**config.mk**
```make
export PLATFORM = sky130hd
export DESIGN_NAME = poly_note_player
export DESIGN_NICKNAME = d
export VERILOG_FILES = /design/src/rtl/poly_note_pkg.sv /design/src/rtl/poly_note_player_voice.sv /design/src/rtl/poly_note_player.sv
export SDC_FILE = /design/constraint.sdc
export NUM_CORES = 1
export LEC_CHECK = 0
export CELL_PAD_IN_SITES_DETAIL_PLACEMENT = 1
export CELL_PAD_IN_SITES_GLOBAL_PLACEMENT = 2
export CORE_MARGIN = 4
export CORE_UTILIZATION = 40
export CTS_BUF_LIST = sky130_fd_sc_hd__clkbuf_16
export DETAILED_ROUTE_END_ITERATION = 6
export PLACE_DENSITY = 0.86
export SLEW_MARGIN = 15
export SYNTH_ARGS = -nofsm -noshare
export SYNTH_HDL_FRONTEND = slang
export SYNTH_SLANG_ARGS = --single-unit
```
**constraint.sdc**
```tcl
create_clock -name clk -period 6.7 [get_ports clk]
set_input_delay 1.005 -clock clk [delete_from_list [all_inputs] [get_ports clk]]
set_output_delay 1.005 -clock clk [all_outputs]
set_load 0.05 [all_outputs]
```
**src/rtl/poly_note_pkg.sv**
```systemverilog
// Shared constants and helpers for the polyphonic note player: mix width,
// saturation and the quarter-wave sine table used by every voice.
package poly_note_pkg;

  localparam int REST_NOTE  = 0;
  localparam int PHASE_W    = 12;
  localparam int WAVE_IDX_W = 6;

  // Sum width that holds NUM_VOICES full-scale samples without overflow.
  function automatic int mix_width(input int sample_w, input int num_voices);
    return sample_w + $clog2(num_voices) + 1;
  endfunction

  function automatic logic signed [31:0] saturate(input logic signed [31:0] value,
                                                  input int width);
    logic signed [31:0] max_v;
    logic signed [31:0] min_v;
    max_v = (32'sd1 <<< (width - 1)) - 32'sd1;
    min_v = -(32'sd1 <<< (width - 1));
    if (value > max_v) return max_v;
    if (value < min_v) return min_v;
    return value;
  endfunction

  // 64-step full wave built from a 17-entry quarter table by mirroring/negating.
  function automatic logic signed [15:0] sine_lookup(input logic [WAVE_IDX_W-1:0] idx);
    logic [4:0]         q;
    logic signed [15:0] mag;
    q = idx[4] ? (5'd16 - {1'b0, idx[3:0]}) : {1'b0, idx[3:0]};
    case (q)
      5'd0:    mag = 16'sd0;
      5'd1:    mag = 16'sd3212;
      5'd2:    mag = 16'sd6393;
      5'd3:    mag = 16'sd9512;
      5'd4:    mag = 16'sd12539;
      5'd5:    mag = 16'sd15446;
      5'd6:    mag = 16'sd18204;
      5'd7:    mag = 16'sd20787;
      5'd8:    mag = 16'sd23170;
      5'd9:    mag = 16'sd25329;
      5'd10:   mag = 16'sd27245;
      5'd11:   mag = 16'sd28898;
      5'd12:   mag = 16'sd30273;
      5'd13:   mag = 16'sd31356;
      5'd14:   mag = 16'sd32137;
      5'd15:   mag = 16'sd32609;
      5'd16:   mag = 16'sd32767;
      default: mag = 16'sd0;
    endcase
    return idx[5] ? -mag : mag;
  endfunction

endpackage

```
**src/rtl/poly_note_player_voice.sv**
```systemverilog
// One voice of the player: note/duration registers, frequency lookup, sine
// reader and rest/inactive masking of the produced sample.
module frequency_rom
  import poly_note_pkg::*;
#(
  parameter int NOTE_W = 6
) (
  input  logic               clk,
  input  logic               reset_n,
  input  logic [NOTE_W-1:0]  note,
  output logic [PHASE_W-1:0] step
);
  // Linear pitch map: phase step of 8 per note index, rest gives a frozen phase.
  always_ff @(posedge clk or negedge reset_n) begin
    if (!reset_n) step <= '0;
    else          step <= PHASE_W'({note, 3'b000});
  end
endmodule

module sine_reader
  import poly_note_pkg::*;
#(
  parameter int SAMPLE_W = 16
) (
  input  logic                       clk,
  input  logic                       reset,
  input  logic                       request,
  input  logic [PHASE_W-1:0]         step,
  output logic signed [SAMPLE_W-1:0] sample,
  output logic                       sample_ready
);
  logic [PHASE_W-1:0] phase;

  // NOTE: sequential state uses non-blocking assignments so every register
  // samples pre-edge values regardless of statement order.
  always_ff @(posedge clk or posedge reset) begin
    if (reset) begin
      phase        <= '0;
      sample       <= '0;
      sample_ready <= 1'b0;
    end else begin
      sample_ready <= request;
      if (request) begin
        sample <= SAMPLE_W'(sine_lookup(phase[PHASE_W-1 -: WAVE_IDX_W]));
        phase  <= phase + step;
      end
    end
  end
endmodule

module note_voice
  import poly_note_pkg::*;
#(
  parameter int NOTE_W   = 6,
  parameter int DUR_W    = 6,
  parameter int SAMPLE_W = 16
) (
  input  logic                       clk,
  input  logic                       reset_n,
  input  logic                       play_enable,
  input  logic                       load,
  input  logic [NOTE_W-1:0]          note_to_load,
  input  logic [DUR_W-1:0]           duration_to_load,
  input  logic                       beat,
  input  logic                       request,
  output logic                       done_with_note,
  output logic                       voice_active,
  output logic signed [SAMPLE_W-1:0] sample,
  output logic                       sample_ready
);
  logic [NOTE_W-1:0]          note;
  logic [DUR_W-1:0]           dur_cnt;
  logic [PHASE_W-1:0]         step;
  logic signed [SAMPLE_W-1:0] raw_sample;
  logic                       sine_reset;
  logic                       tick;

  assign tick         = beat && play_enable;
  assign voice_active = (dur_cnt != '0);
  assign sine_reset   = !reset_n;

  // A load always wins over a coinciding beat; restarting never pulses done.
  always_ff @(posedge clk or negedge reset_n) begin
    if (!reset_n) begin
      note           <= '0;
      dur_cnt        <= '0;
      done_with_note <= 1'b0;
    end else begin
      if (load) begin
        note    <= note_to_load;
        dur_cnt <= duration_to_load;
      end else if (tick && voice_active) begin
        dur_cnt <= dur_cnt - DUR_W'(1);
      end
      done_with_note <= load ? (duration_to_load == '0)
                             : (tick && dur_cnt == DUR_W'(1));
    end
  end

  frequency_rom #(.NOTE_W(NOTE_W)) u_rom (
    .clk     (clk),
    .reset_n (reset_n),
    .note    (note),
    .step    (step)
  );

  sine_reader #(.SAMPLE_W(SAMPLE_W)) u_sine (
    .clk          (clk),
    .reset        (sine_reset),
    .request      (request),
    .step         (step),
    .sample       (raw_sample),
    .sample_ready (sample_ready)
  );

  assign sample = (voice_active && note != NOTE_W'(REST_NOTE)) ? raw_sample : '0;
endmodule

```
**src/rtl/poly_note_player.sv**
```systemverilog
// Polyphonic note player: NUM_VOICES voices whose samples are collected,
// summed, scaled and saturated into one registered codec sample.
module poly_note_player
  import poly_note_pkg::*;
#(
  parameter int NUM_VOICES = 4,
  parameter int NOTE_W     = 6,
  parameter int DUR_W      = 6,
  parameter int SAMPLE_W   = 16,
  parameter int MIX_SHIFT  = 2,
  localparam int SEL_W     = (NUM_VOICES > 1) ? $clog2(NUM_VOICES) : 1
) (
  input  logic                       clk,
  input  logic                       reset_n,
  input  logic                       play_enable,
  input  logic                       load_new_note,
  input  logic [SEL_W-1:0]           voice_sel,
  input  logic [NOTE_W-1:0]          note_to_load,
  input  logic [DUR_W-1:0]           duration_to_load,
  input  logic                       beat,
  input  logic                       generate_next_sample,
  output logic [NUM_VOICES-1:0]      done_with_note,
  output logic [NUM_VOICES-1:0]      voice_active,
  output logic signed [SAMPLE_W-1:0] sample_out,
  output logic                       new_sample_ready
);
  localparam int MIX_W = mix_width(SAMPLE_W, NUM_VOICES);

  logic [NUM_VOICES-1:0]      load_vec;
  logic [NUM_VOICES-1:0]      ready;
  logic [NUM_VOICES-1:0]      pend;
  logic [NUM_VOICES-1:0]      pend_next;
  logic signed [SAMPLE_W-1:0] voice_sample [NUM_VOICES];
  logic signed [SAMPLE_W-1:0] hold         [NUM_VOICES];
  logic signed [SAMPLE_W-1:0] hold_next    [NUM_VOICES];
  logic signed [MIX_W-1:0]    mix_sum;
  logic signed [MIX_W-1:0]    mix_scaled;
  logic                       busy;
  logic                       request;
  logic                       mix_fire;

  // Requests are dropped for the whole mix so no voice is re-triggered mid-mix.
  assign request = generate_next_sample && play_enable && !busy;

  for (genvar v = 0; v < NUM_VOICES; v++) begin : g_voice
    assign load_vec[v] = load_new_note && (voice_sel == SEL_W'(v));

    note_voice #(
      .NOTE_W   (NOTE_W),
      .DUR_W    (DUR_W),
      .SAMPLE_W (SAMPLE_W)
    ) u_voice (
      .clk              (clk),
      .reset_n          (reset_n),
      .play_enable      (play_enable),
      .load             (load_vec[v]),
      .note_to_load     (note_to_load),
      .duration_to_load (duration_to_load),
      .beat             (beat),
      .request          (request),
      .done_with_note   (done_with_note[v]),
      .voice_active     (voice_active[v]),
      .sample           (voice_sample[v]),
      .sample_ready     (ready[v])
    );
  end

  // Mix from the post-latch view so the result registers as the last voice lands.
  // NOTE: every combinational output is assigned a default first so no latch
  // can be inferred on any path.
  always_comb begin
    pend_next = pend | ready;
    mix_fire  = &pend_next;
    mix_sum   = '0;
    for (int v = 0; v < NUM_VOICES; v++) begin
      hold_next[v] = ready[v] ? voice_sample[v] : hold[v];
      mix_sum      = mix_sum + MIX_W'(hold_next[v]);
    end
    mix_scaled = mix_sum >>> MIX_SHIFT;
  end

  // NOTE: the small hold array is reset with everything else so a mix never
  // reads undefined values after power-up.
  always_ff @(posedge clk or negedge reset_n) begin
    if (!reset_n) begin
      for (int v = 0; v < NUM_VOICES; v++) hold[v] <= '0;
      pend             <= '0;
      busy             <= 1'b0;
      sample_out       <= '0;
      new_sample_ready <= 1'b0;
    end else begin
      for (int v = 0; v < NUM_VOICES; v++) hold[v] <= hold_next[v];
      new_sample_ready <= mix_fire;
      if (mix_fire) begin
        sample_out <= SAMPLE_W'(saturate(32'(mix_scaled), SAMPLE_W));
        pend       <= '0;
        busy       <= 1'b0;
      end else begin
        pend <= pend_next;
        if (request) busy <= 1'b1;
      end
    end
  end
endmodule

```
-- Word-level counts from Yosys, hierarchy flattened
Memories as Yosys holds them, arrays and structs flattened.
Index checks and enable logic that the tools add are counted.
- memories: 4
- output and inout port bits: 25
- word-level logic and storage cells: 146
- input bits: 20
- RAM bits: 0
- ROM bits: 1920
- latch bits: 0
- bits in registers: 275
- memory list (name ; depth ; width ; rd ports ; clocked after memory_dff ; write ports ; RTL line ; text):
    (no name shown) ; 32 ; 15 ; 1 ; 0 ; 0 ; poly_note_pkg.sv:30 ; case (q)
    (no name shown) ; 32 ; 15 ; 1 ; 0 ; 0 ; poly_note_pkg.sv:30 ;
    (no name shown) ; 32 ; 15 ; 1 ; 0 ; 0 ; poly_note_pkg.sv:30 ;
    (no name shown) ; 32 ; 15 ; 1 ; 0 ; 0 ; poly_note_pkg.sv:30 ;
- order comparisons: 2
- shift operators: 0
- bitwise gates (word level): 1
- $add $sub $neg: 19
- divide/modulo/power cells: 0
- reductions and logical operators: 36
- muxes and demuxes: 44
- equality and inequality tests: 7
- multipliers: 0
- operator list (cell ; number):
    two-way mux 16 bit ; 20
    negator 16 bit ; 4
    adder 12 x 9 -> 12 bit ; 4
    two-way mux 6 bit ; 8
    nonzero test 6 bit ; 8
    equality test 6 x 1 -> 1 bit (second input constant) ; 4
    subtractor 6 x 1 -> 6 bit (second input constant) ; 4
    two-way mux 5 bit ; 4
    subtractor 5 x 4 -> 5 bit (first input constant) ; 4
    adder 18 x 16 -> 19 bit ; 1
    logical AND 1 bit ; 19
    adder 17 x 16 -> 18 bit ; 1
    adder 16 x 16 -> 17 bit ; 1
    > comparator 17 x 16 -> 1 bit (second input constant) ; 1
    less-than comparator 17 x 16 -> 1 bit (second input constant) ; 1
    two-way mux 1 bit ; 11
    nonzero test 2 bit ; 5
    zero test 6 bit ; 1
    equality test 2 bit (second input constant) ; 2
    two-way mux 4 bit ; 1
    bitwise OR 4 bit ; 1
    AND reduction 4 bit ; 1
    equality test 2 x 1 -> 1 bit (second input constant) ; 1
    zero test 2 bit ; 1
    zero test 1 bit ; 1

-- Longest topological paths before layout
Gate-level depths: netlist of run 1.
- depth after elaboration: 14
- mapped depth: 22
- gate-level depth less buffers: 19

-- By module
A second synthesis of run 1 with hierarchy kept.
- cells, all modules: 2195
- area, all modules: 20793.7 µm²
- modules (own cells, without submodules) (module ; seq. area each (µm²) ; cells an instance ; area each (µm²) ; times used):
    sine_reader at g_voice[0].u_voice.u_sine ... ; 725.7 ; 320 ; 2787.7 ; 3
    poly_note_player ; 2152.1 ; 475 ; 5086.1 ; 1
    note_voice ; 325.3 ; 88 ; 884.6 ; 4
    sine_reader at g_voice[3].u_voice.u_sine ; 725.7 ; 356 ; 3010.4 ; 1
    frequency_rom ; 150.1 ; 13 ; 198.9 ; 4

-- Worst setup path after synthesis of run 1
No wires, ideal clock.
- path kind: register -> register
- from: reg g_voice[3].u_voice.note[1]
- to: reg sample_out[5]
- required time: 6623 ps
- cell stages (with the launch flop): 17
- path slack: 1609 ps
- arrival time: 5014 ps
- library setup time: 77 ps
- clock period less this slack: 5091 ps
- path through: dfrtp_1 > or4_1 > o311a_1 > clkbuf_1 > nand2_1 > o21ai_0 > fa_1 > fa_1 > nand3_1 > fa_1 > nor2b_1 > o31ai_1 > a221o_1 > a2111oi_0 > nor3_2 > maj3_1 > a21oi_1
- RTL lines (item ; RTL line ; text):
    start: declaration ; poly_note_player_voice.sv:71 ; logic [NOTE_W-1:0] note;
    start signal: assignment ; poly_note_player_voice.sv:90 ; note <= note_to_load;
    end signal: assignment ; poly_note_player.sv:95 ; sample_out <= SAMPLE_W'(saturate(32'(mix_scaled), SAMPLE_W));
    end: declaration ; poly_note_player.sv:24 ; output logic signed [SAMPLE_W-1:0] sample_out,

==> results of run 1 <==
metrics by stage:
step | hold slack (ns) | setup slack [ns]
6_report | 0.388 | 0.824
3_3_place_gp | 0.368 | 1.06
4_1_cts | 0.390 | 0.875
2_1_floorplan | 0.361 | 1.61
5_1_grt | 0.406 | 0.379
3_5_place_dp | 0.377 | 0.929
how the worst max path moves through the flow:
stage / endpoint / slack, ns / cells after the start
global placement: sample_out[12] / 1.06 / 16
floorplan: sample_out[5] / 1.61 / 16
global route: sample_out[12] / 0.38 / 16
detailed placement: sample_out[12] / 0.93 / 16
CTS: sample_out[12] / 0.87 / 16
finish: sample_out[12] / 0.82 / 16
Yosys cell counts, types with 24 or more instances:
cell type and number:
a21oi_1 96, clkbuf_1 87, dfrtp_1 263, fa_1 37
ha_1 73, inv_1 179, mux2_2 30, nand2_1 259
nand2b_1 24, nand3_1 37, nor2_1 112, o21ai_0 199
xnor2_1 69, xor2_1 44
worst max-delay path: stages, from the launching register on:
cell	delay [ns]
dfrtp_1	0.39
or4_1	0.53
o311a_1	0.56
nand2_1	0.18
o21ai_0	0.16
fa_1	0.58
inv_1	0.06
fa_1	0.49
inv_1	0.04
ha_1	0.38
a2111oi_0	0.75
a221o_1	0.32
a2111oi_0	0.15
nor3_2	0.53
nor2_1	0.16
o21a_1	0.21
a221o_1	0.25
cell families (layout without fill, tap and decap cells):
kind of cell    Yosys count  after routing  synth area share (%)
flops                   263            263                  39.1
xor+xnor                118            118                  6.37
fa+ha+maj               113            113                  10.0
buf+inv                 293            295                  6.90
mux                      44             44                  2.99
compound gates          510            510                  19.3
simple gates            558            558                  15.3
layout by cell type, fill, tap and decap left out, types with 12 or more instances in the layout:
cell type	count
nor2b_1	18
inv_1	184
mux2_2	30
buf_4	17
nand2b_1	24
ha_1	73
o21ai_0	199
xnor2_1	69
o211ai_1	17
clkbuf_16	31
nor2_1	112
a21o_1	21
nand3_1	37
nor3_1	23
dfrtp_1	262
xor2_1	44
fa_1	37
nand2_1	259
o21a_1	16
a21oi_1	96
clkdlybuf4s50_1	43
a31oi_1	12
mux2i_1	12
o31ai_1	14
layout make-up:
cell class | count | share of cell area [%]
clock buffers | 31 | 4.17
flip-flops and latches | 263 | 35.4
repair buffers | 62 | 3.19
well taps | 532 | 3.58
multi-input cells | 1343 | 48.8
clock inverters | 20 | 1.22
inverters | 182 | 3.67
sequential cells by signal (all words and copies together), names as in the netlist:
name,flops
g_voice.u_voice.u_sine.sample,64
g_voice.u_voice.note,24
g_voice.u_voice.done_with_note,4
new_sample_ready,1
sample_out,16
g_voice.u_voice.u_rom.step,24
busy,1
hold,64
pend,4
g_voice.u_voice.u_sine.sample_ready,1
g_voice.u_voice.u_sine.phase,36
g_voice.u_voice.dur_cnt,24
routing by layer:
layer | vias to the layer above | part of all wire, %
li1 | 6478 | -
met1 | 6700 | 47
met2 | 170 | 48
met3 | 55 | 2.9
met4 | 0 | 2.1
met5 | - | 0
==> impl_table.tex, run 1 <==
\begin{tabular}{lr}
\hline
Metric & Value \\
\hline
\multicolumn{2}{l}{\textbf{Run status}} \\
\quad Outcome & finished, final reports clean \\
\multicolumn{2}{l}{\textbf{Cells and area}} \\
\quad Share of layout cells above drive strength 1 & between 6 and 7\% \\
\quad Number of nets in the final layout & a little over 2,000 \\
\quad Storage element area & 6580 um\^{}2 \\
\quad Layout Cell Area excl Fill & $\sim$19,000 um\^{}2 \\
\quad Number of cells in the finished layout apart from fillers & around 2,400 \\
\quad Layout overhead on the synthesized area & 10.7\% \\
\quad Filler Cell Count & 4,778 \\
\quad Total inserted antenna cells & 0 \\
\quad Core Util, Final & between 40\% and 50\% \\
\quad Multi-input logic area & between 9000 and 10,000 um\^{}2 \\
\multicolumn{2}{l}{\textbf{Placed design}} \\
\quad Half-perimeter wire length of the detailed placement result & 32,500 um \\
\quad Weighted congestion reported at the end of routability-driven placement & $\sim$0.84 \\
\quad Post-DP Area & $\sim$18,000 um\^{}2 \\
\quad Port buffer count & 44 \\
\quad Cell count after placement & about 2,400 \\
\multicolumn{2}{l}{\textbf{Detailed routing}} \\
\quad DR vias & approximately 13,000 \\
\quad Wirelength, routed & $\sim$45,000 um \\
\quad Avg WL per Cell & 18.4 um \\
\quad Routed vias/inst & 5.51 \\
\quad First-iteration detailed-routing DRC count & 700 \\
\quad Count of nets left with antenna violations after detail routing & 0 \\
\quad 1st-pass router iterations & 4 \\
\quad Number of remaining DRC errors & 0 \\
\multicolumn{2}{l}{\textbf{Die}} \\
\quad Width of the die & approximately 210 um \\
\quad Total Die Area & about 45,000 um\^{}2 \\
\quad Die Y & between 200 and 250 um \\
\quad Effective utilization at floorplan & about two fifths \\
\quad Area of the core & just over 40,000 um\^{}2 \\
\quad Standard-cell row count & between 70 and 80 \\
\quad IO Count & between 40 and 50 \\
\multicolumn{2}{l}{\textbf{STA}} \\
\quad Minimum period implied by the final worst setup slack & 5.88 ns \\
\quad Worst Skew & roughly 0.015 ns \\
\quad Transition at the pin with the smallest max-transition slack & around 1.1 ns \\
\quad RSZ-0062 raised after global routing & no \\
\quad Maximum achievable frequency & between 150 and 200 MHz \\
\quad Total Neg Setup Slack & 0 ns \\
\quad Hold violation count in the final report & 0 \\
\quad Worst rel slew slack & about 29\% \\
\quad Setup Viol. Count Final & 0 \\
\quad Number of slew-limit violations in the final report & 0 \\
\quad Part of the cycle the worst path needs & between 80\% and 90\% \\
\multicolumn{2}{l}{\textbf{Synth}} \\
\quad Net count after synthesis & slightly above 2,000 \\
\quad EDFF count, synth & 0 \\
\quad Leading area contributor after synthesis & dfrtp\_1 \\
\quad FFs w/ async S/R, synth & 100\% \\
\quad Sequential share of the synthesized area & between 30\% and 40\% \\
\quad Area contributors post-synth & dfrtp\_1 (39\%), o21ai\_0 (5.9\%), nand2\_1 (5.8\%), ha\_1 (5.4\%), fa\_1 (4.4\%) \\
\quad Main synth FF type & dfrtp\_1 \\
\quad Gate count after technology mapping & $\sim$1,900 \\
\quad Distinct cell type count of the synthesized netlist & 91 \\
\quad Synth Warn \# & 0 \\
\quad Area share of the leading cell type in the synthesized netlist & 39.1\% \\
\quad Synthesis-stage register bit count & roughly 260 \\
\quad Netlist area before placement & 16,800 um\^{}2 \\
\quad Mean instance size in the synthesized netlist & 8.86 um\^{}2 \\
\multicolumn{2}{l}{\textbf{Clock tree}} \\
\quad Clock tree root driver cell & clkbuf\_16 \\
\quad Clock buffer depth & 3 \\
\quad Post-CTS Setup Bufs & 0 \\
\quad Clk slew on worst S/H paths & $\sim$0.06 ns \\
\quad Total number of clock tree sinks & around 260 \\
\quad CTS resizes & 0 \\
\quad Insertion delay of the later-clocked pin in the worst-skew pair & 0.57 ns \\
\quad Inserted Clock Buffers & 30 \\
\quad CTS tree & done \\
\quad Hold\_buf cts & 0 \\
\quad Max H-tree Level & 1 \\
\multicolumn{2}{l}{\textbf{Worst setup path}} \\
\quad Crit path DAT & around 6.3 ns \\
\quad Setup crit end kind & flip-flop \\
\quad FF-to-FF setup slack & approximately 0.8 ns \\
\quad Crit path max fanout & 16 \\
\quad Start of the worst register-to-register path & g\_voice[3].u\_voice.note[1] \\
\quad Kind of critical path & reg -> reg \\
\quad Crit Reg-Reg Endpoint & sample\_out[12] \\
\quad Launch point of the worst path & g\_voice[3].u\_voice.note[1] \\
\quad R2R cell count & 16 \\
\quad Data required time of the worst path & between 7 and 8 ns \\
\quad CP Launch Type & flip-flop \\
\multicolumn{2}{l}{\textbf{Global routing}} \\
\quad Maximum number of pins on one net before global-route repair & about 150 \\
\quad Number of antenna violations at the first check in global routing & 1 \\
\quad Total track usage & approximately a fifth \\
\quad Via count of the first global-routing pass & between 10,000 and 15,000 \\
\quad GR Layer Usage met3 & 2.42\% \\
\quad GRT Residual Overflow & 0 \\
\quad Met1 layer usage reported by global route & roughly 28\% \\
\quad Global-route wire length before repair & $\sim$74,000 um \\
\quad M2 GR Usage & between 30\% and 40\% \\
\quad Global-route layer with the greatest usage & met2 \\
\multicolumn{2}{l}{\textbf{Hold path}} \\
\quad HP Class & reg -> reg \\
\quad Min-Delay Path Depth & 0 \\
\quad Hold wc startpoint & g\_voice[3].u\_voice.note[2] \\
\quad Endpoint, Worst Hold & g\_voice[3].u\_voice.u\_rom.step[5] \\
\multicolumn{2}{l}{\textbf{Run}} \\
\quad \# Max-Cap Violations & 0 \\
\hline
\end{tabular}
Power of run 1 is not shown: default switching activity piles up to over one toggle a cycle in this logic, so the estimate is an artifact.
==> run 2: changes to the inputs <==
--- a/config.mk
+++ b/config.mk
@@ -10,9 +10,9 @@
 export CORE_MARGIN = 4
 export CORE_UTILIZATION = 40
 export CTS_BUF_LIST = sky130_fd_sc_hd__clkbuf_16
+export CTS_CLUSTER_DIAMETER = 100
 export DETAILED_ROUTE_END_ITERATION = 6
 export PLACE_DENSITY = 0.86
-export SLEW_MARGIN = 15
 export SYNTH_ARGS = -nofsm -noshare
 export SYNTH_HDL_FRONTEND = slang
 export SYNTH_SLANG_ARGS = --single-unit
==> results of run 2 <==
No change in the layout: final DEF, timing and power equal those of run 1.
Power of run 2 is left out for the same reason.
==> variant 1 (flow settings as in run 2) <==
`SAMPLE_W` is set to 16 in 3 places; all go to 32.
--- a/src/rtl/poly_note_player_voice.sv
+++ b/src/rtl/poly_note_player_voice.sv
@@ -20,7 +20,7 @@
 module sine_reader
   import poly_note_pkg::*;
 #(
-  parameter int SAMPLE_W = 16
+  parameter int SAMPLE_W = 32
 ) (
   input  logic                       clk,
   input  logic                       reset,
@@ -53,7 +53,7 @@
 #(
   parameter int NOTE_W   = 6,
   parameter int DUR_W    = 6,
-  parameter int SAMPLE_W = 16
+  parameter int SAMPLE_W = 32
 ) (
   input  logic                       clk,
   input  logic                       reset_n,
--- a/src/rtl/poly_note_player.sv
+++ b/src/rtl/poly_note_player.sv
@@ -6,7 +6,7 @@
   parameter int NUM_VOICES = 4,
   parameter int NOTE_W     = 6,
   parameter int DUR_W      = 6,
-  parameter int SAMPLE_W   = 16,
+  parameter int SAMPLE_W   = 32,
   parameter int MIX_SHIFT  = 2,
   localparam int SEL_W     = (NUM_VOICES > 1) ? $clog2(NUM_VOICES) : 1
 ) (
Ports: changed (resized sample_out); port bits go from 45 to 61. The function was not compared with the original's and may differ.
==> variant 1 against run 2 <==
First-iteration DRC count rose by 31%. Count of clock-buffer cells in the layout rose by 12. Sequential cell count rose by 80. Final area rose by 25%. Global-route usage rose by 0.64 points. Area after synthesis rose by 24%. Non-clock buffer count rose by 21. Routed wire length rose by 28%. Setup slack improved by 50 ps.
Power is not shown: default switching activity piles up to over one toggle a cycle in this logic, so the estimate is an artifact.
==> variant 1: results (changes against run 2) <==
[routing]
detail_route.first_pass.iterations=5  ; +1
drt_first_iter_violations=915  ; +31%
met2_length_um=29200  ; +35%
vias=15911  ; +19%
length_of_routed_wiring_on_met1_um=25100  ; +20%

[place]
dpl-instance-area_um2=21900  ; +24%
finalWeightedCongestion=0.876  ; +4.5%

[status]
run_status=finished clean

[logic_synthesis]
yosys.cell_types.count=86  ; -5.5%
yosys-top-cells-area=sky130_fd_sc_hd__dfrtp_1 (41%), sky130_fd_sc_hd__fa_1 (6.6%), sky130_fd_sc_hd__ha_1 (5.0%)
synth_fa_ha_area_frac=0.116  ; +0.0162
yosys.area_share.xor_xnor=0.0627  ; -0.00100
complex_gate_fraction_of_the_synthesized_area=0.210  ; +0.0161
synth.top_cells.by_count=sky130_fd_sc_hd__dfrtp_1 (343), sky130_fd_sc_hd__nand2_1 (214), sky130_fd_sc_hd__o21ai_0 (167), sky130_fd_sc_hd__a21oi_1 (154), sky130_fd_sc_hd__inv_1 (153)
synth.mux.area_fraction=0.0242  ; -0.00566
synth.net_count=2327  ; +15%

[sta]
maxSlewHeadroom=0.234  ; -0.0565

[setup_path]
worst_path_dominant_cell_family=simple AND/OR/NAND/NOR gates
cp_slowest_cell=sky130_fd_sc_hd__or4b_2
crit_reg_reg_startpoint=g_voice[3].u_voice.note[2]$_DFFE_PN0P_

[clock_network]
cts_htree_levels=2  ; +1

[cells_and_area]
design_area_um2=23300  ; +25%
layout.filler_cells=5751  ; +20%
proportion_of_layout_cells_with_a_drive_suffix_above_1=0.0703  ; +0.00505
final_net_count=2320  ; +15%

[global_route]
vias_in_the_first_global_route=17001  ; +22%
largest_net_degree_at_the_start_of_global_routing=113  ; -23%

## variant 1: worst min-delay path by stage
stage | endpoint | slack [ps] | startpoint
6_report | g_voice[3].u_voice.u_rom.step[6]$_DFF_PN0_ | 390 | g_voice[3].u_voice.note[3]$_DFFE_PN0P_
5_1_grt | g_voice[1].u_voice.u_rom.step[5]$_DFF_PN0_ | 400 | g_voice[1].u_voice.note[2]$_DFFE_PN0P_
4_1_cts | g_voice[3].u_voice.u_rom.step[6]$_DFF_PN0_ | 390 | g_voice[3].u_voice.note[3]$_DFFE_PN0P_
3_5_place_dp | g_voice[3].u_voice.u_rom.step[6]$_DFF_PN0_ | 380 | g_voice[3].u_voice.note[3]$_DFFE_PN0P_
3_3_place_gp | g_voice[3].u_voice.u_rom.step[6]$_DFF_PN0_ | 370 | g_voice[3].u_voice.note[3]$_DFFE_PN0P_
2_1_floorplan | g_voice[1].u_voice.u_rom.step[5]$_DFF_PN0_ | 360 | g_voice[1].u_voice.note[2]$_DFFE_PN0P_
## variant 1: layout make-up
cell class / instances / area share
clock inverters: 30 / 0.0132
repair buffers: 83 / 0.0340
clock buffers: 43 / 0.0463
well taps: 680 / 0.0366
multi-input cells: 1522 / 0.476
inverters: 156 / 0.0252
flip-flops and latches: 343 / 0.369
## variant 1: metrics by stage
stage	setup slack [ps]	instances	util
finish	875	2857	0.452
detailed placement	880	2784	0.426
global route	383	2857	0.452
floorplan	1450	2155	-
global placement	970	2784	0.426
CTS	830	2857	0.452
## variant 1: routing by layer
| layer | up-vias | track usage |
|---|---|---|
| met2 | 259 | 0.357 |
| met5 | - | 0 |
| met1 | 8059 | 0.271 |
| met3 | 88 | 0.0242 |
| met4 | 0 | 0.0552 |
| li1 | 7505 | - |
==> variant 2 (flow settings as in run 2) <==
Without the edit above. Make the reset (`reset` and `reset_n`) synchronous in 4 clocked blocks.
--- a/src/rtl/poly_note_player_voice.sv
+++ b/src/rtl/poly_note_player_voice.sv
@@ -11,7 +11,7 @@
   output logic [PHASE_W-1:0] step
 );
   // Linear pitch map: phase step of 8 per note index, rest gives a frozen phase.
-  always_ff @(posedge clk or negedge reset_n) begin
+  always_ff @(posedge clk) begin
     if (!reset_n) step <= '0;
     else          step <= PHASE_W'({note, 3'b000});
   end
@@ -33,7 +33,7 @@
 
   // NOTE: sequential state uses non-blocking assignments so every register
   // samples pre-edge values regardless of statement order.
-  always_ff @(posedge clk or posedge reset) begin
+  always_ff @(posedge clk) begin
     if (reset) begin
       phase        <= '0;
       sample       <= '0;
@@ -80,7 +80,7 @@
   assign sine_reset   = !reset_n;
 
   // A load always wins over a coinciding beat; restarting never pulses done.
-  always_ff @(posedge clk or negedge reset_n) begin
+  always_ff @(posedge clk) begin
     if (!reset_n) begin
       note           <= '0;
       dur_cnt        <= '0;
--- a/src/rtl/poly_note_player.sv
+++ b/src/rtl/poly_note_player.sv
@@ -81,7 +81,7 @@
 
   // NOTE: the small hold array is reset with everything else so a mix never
   // reads undefined values after power-up.
-  always_ff @(posedge clk or negedge reset_n) begin
+  always_ff @(posedge clk) begin
     if (!reset_n) begin
       for (int v = 0; v < NUM_VOICES; v++) hold[v] <= '0;
       pend             <= '0;
Function: differs if reset_n is asserted again (counterexample within 4 cycles, from zero or initial values and one cycle with reset_n low); with reset_n held inactive, the same outputs for 4 cycles.
==> variant 2 against run 2 <==
Via count grew 2.2%. Area after synthesis decreased by 3.9%. Count of clock-buffer cells in the layout decreased by 1. Routed wire length up 0.94%. Final area down 4.4%. Setup slack worse by 270 ps. Sequential cell count is the same. Die area decreased by 3.8%. Critical path depth down 2. Critical endpoint is now sample_out[5]$_SDFFE_PN0P_. Largest cell class unchanged.
Power is left out: it rests on default switching activity, and per cell area and clock period it moved more than threefold.
==> variant 2: results (changes against run 2) <==
[cells_and_area]
numSequentialCells=263  ; unchanged
layout.filler_cells=4748  ; -0.63%
layout.non_clock_buffers=57  ; -8.1%
proportion_of_layout_cells_with_a_drive_suffix_above_1=0.0577  ; -0.00749
final.signal_inverter_count=101  ; -45%
final_net_count=2019  ; +0.35%
comb.multi_input.count=1431  ; +6.6%
seq_area_frac=0.296  ; -0.0577
multi_input_area_share=0.560  ; +0.0716
clock_area_frac=0.0559  ; +0.00201

[setup_path]
cp_data_arrival_time_ps=6640  ; +320 ps
stage_delay_of_the_slowest_cell_on_the_critical_path_ps=910  ; +160 ps
cp_slowest_cell=sky130_fd_sc_hd__nor3_1
startpoint=g_voice[2].u_voice.u_sine.sample_ready$_SDFF_PN0_
regToRegSetupSlack_ps=550  ; -270 ps

[global_route]
grt_util_all_layers=0.200  ; +0.00163
grt_use_met1=0.269  ; -0.00793
met3_usage_grt=0.0275  ; +0.00323
vias_in_the_first_global_route=13806  ; -1.3%
largest_net_degree_at_the_start_of_global_routing=95  ; -35%
grt_antenna_before_repair=0  ; -1

[logic_synthesis]
synth_async_sr_flop_share=0  ; -1.00
synth.net_count=2061  ; +1.6%
yosys-top-cells-area=sky130_fd_sc_hd__dfxtp_1 (33%), sky130_fd_sc_hd__ha_1 (6.0%), sky130_fd_sc_hd__nand2_1 (5.1%)
portion_of_the_post_synthesis_area_used_by_sequential_elements=0.326  ; -0.0656
synth.top_cells.by_count=sky130_fd_sc_hd__dfxtp_1 (263), sky130_fd_sc_hd__nand2_1 (221), sky130_fd_sc_hd__a21oi_1 (158), sky130_fd_sc_hd__nor2_1 (136), sky130_fd_sc_hd__inv_1 (98)

[min_path]
timing.hold.worst.start=pend[1]$_SDFF_PP0_
holdPathStages=1  ; +1
hold-path-endpoint=pend[1]$_SDFF_PP0_

[routing]
wl_met3_um=1560  ; +19%
detail_route.vias_per_cell=5.64  ; +2.3%
wl_per_cell_um=18.6  ; +1.1%
met2_length_um=21800  ; +1.1%
drt_first_iter_violations=605  ; -14%

[place]
finalWeightedCongestion=0.847  ; +1.1%
dp.final_hpwl_um=32800  ; +0.97%

[status]
run_status=finished clean

[floorplan]
floorplan.initialDensity=0.406  ; -0.00233

[sta]
max_slew.worst_pin.slew_ps=1180  ; +128 ps
worst_setup_skew_after_layout_ps=25.1  ; +10.1 ps

==> variant 2: cell types whose count changed after synthesis, sizes merged, moves of 25 or more <==
cell	delta
a211oi	+31
a21oi	+64
a22o	+53
and2	+76
dfrtp	-263
dfxtp	+263
inv	-78
nand2	-38
nor2	+25
o21ai	-118
==> variant 2: per-stage QoR <==
stage	hold WS [ps]	utilization	instance area [µm²]	setup WS, ps	cells
detailed placement	443	0.422	16800	500	2377
floorplan	427	-	16200	1560	1926
CTS	457	0.447	17800	482	2430
global placement	436	0.422	16800	713	2377
finish	454	0.447	17800	553	2430
global route	480	0.447	17800	23.1	2430
==> variant 2: cells by family (layout without fill, tap and decap cells) <==
kind of cell | Yosys count | in the layout | synth area share
AO/OA/AOI/OAI | 546 | 546 | 0.235
adder cells (fa/ha/maj) | 115 | 115 | 0.106
multiplexers | 28 | 28 | 0.0178
flip-flops | 263 | 263 | 0.326
AND/OR/NAND/NOR | 619 | 619 | 0.186
XOR/XNOR | 123 | 123 | 0.0711
buffers and inverters | 232 | 211 | 0.0587
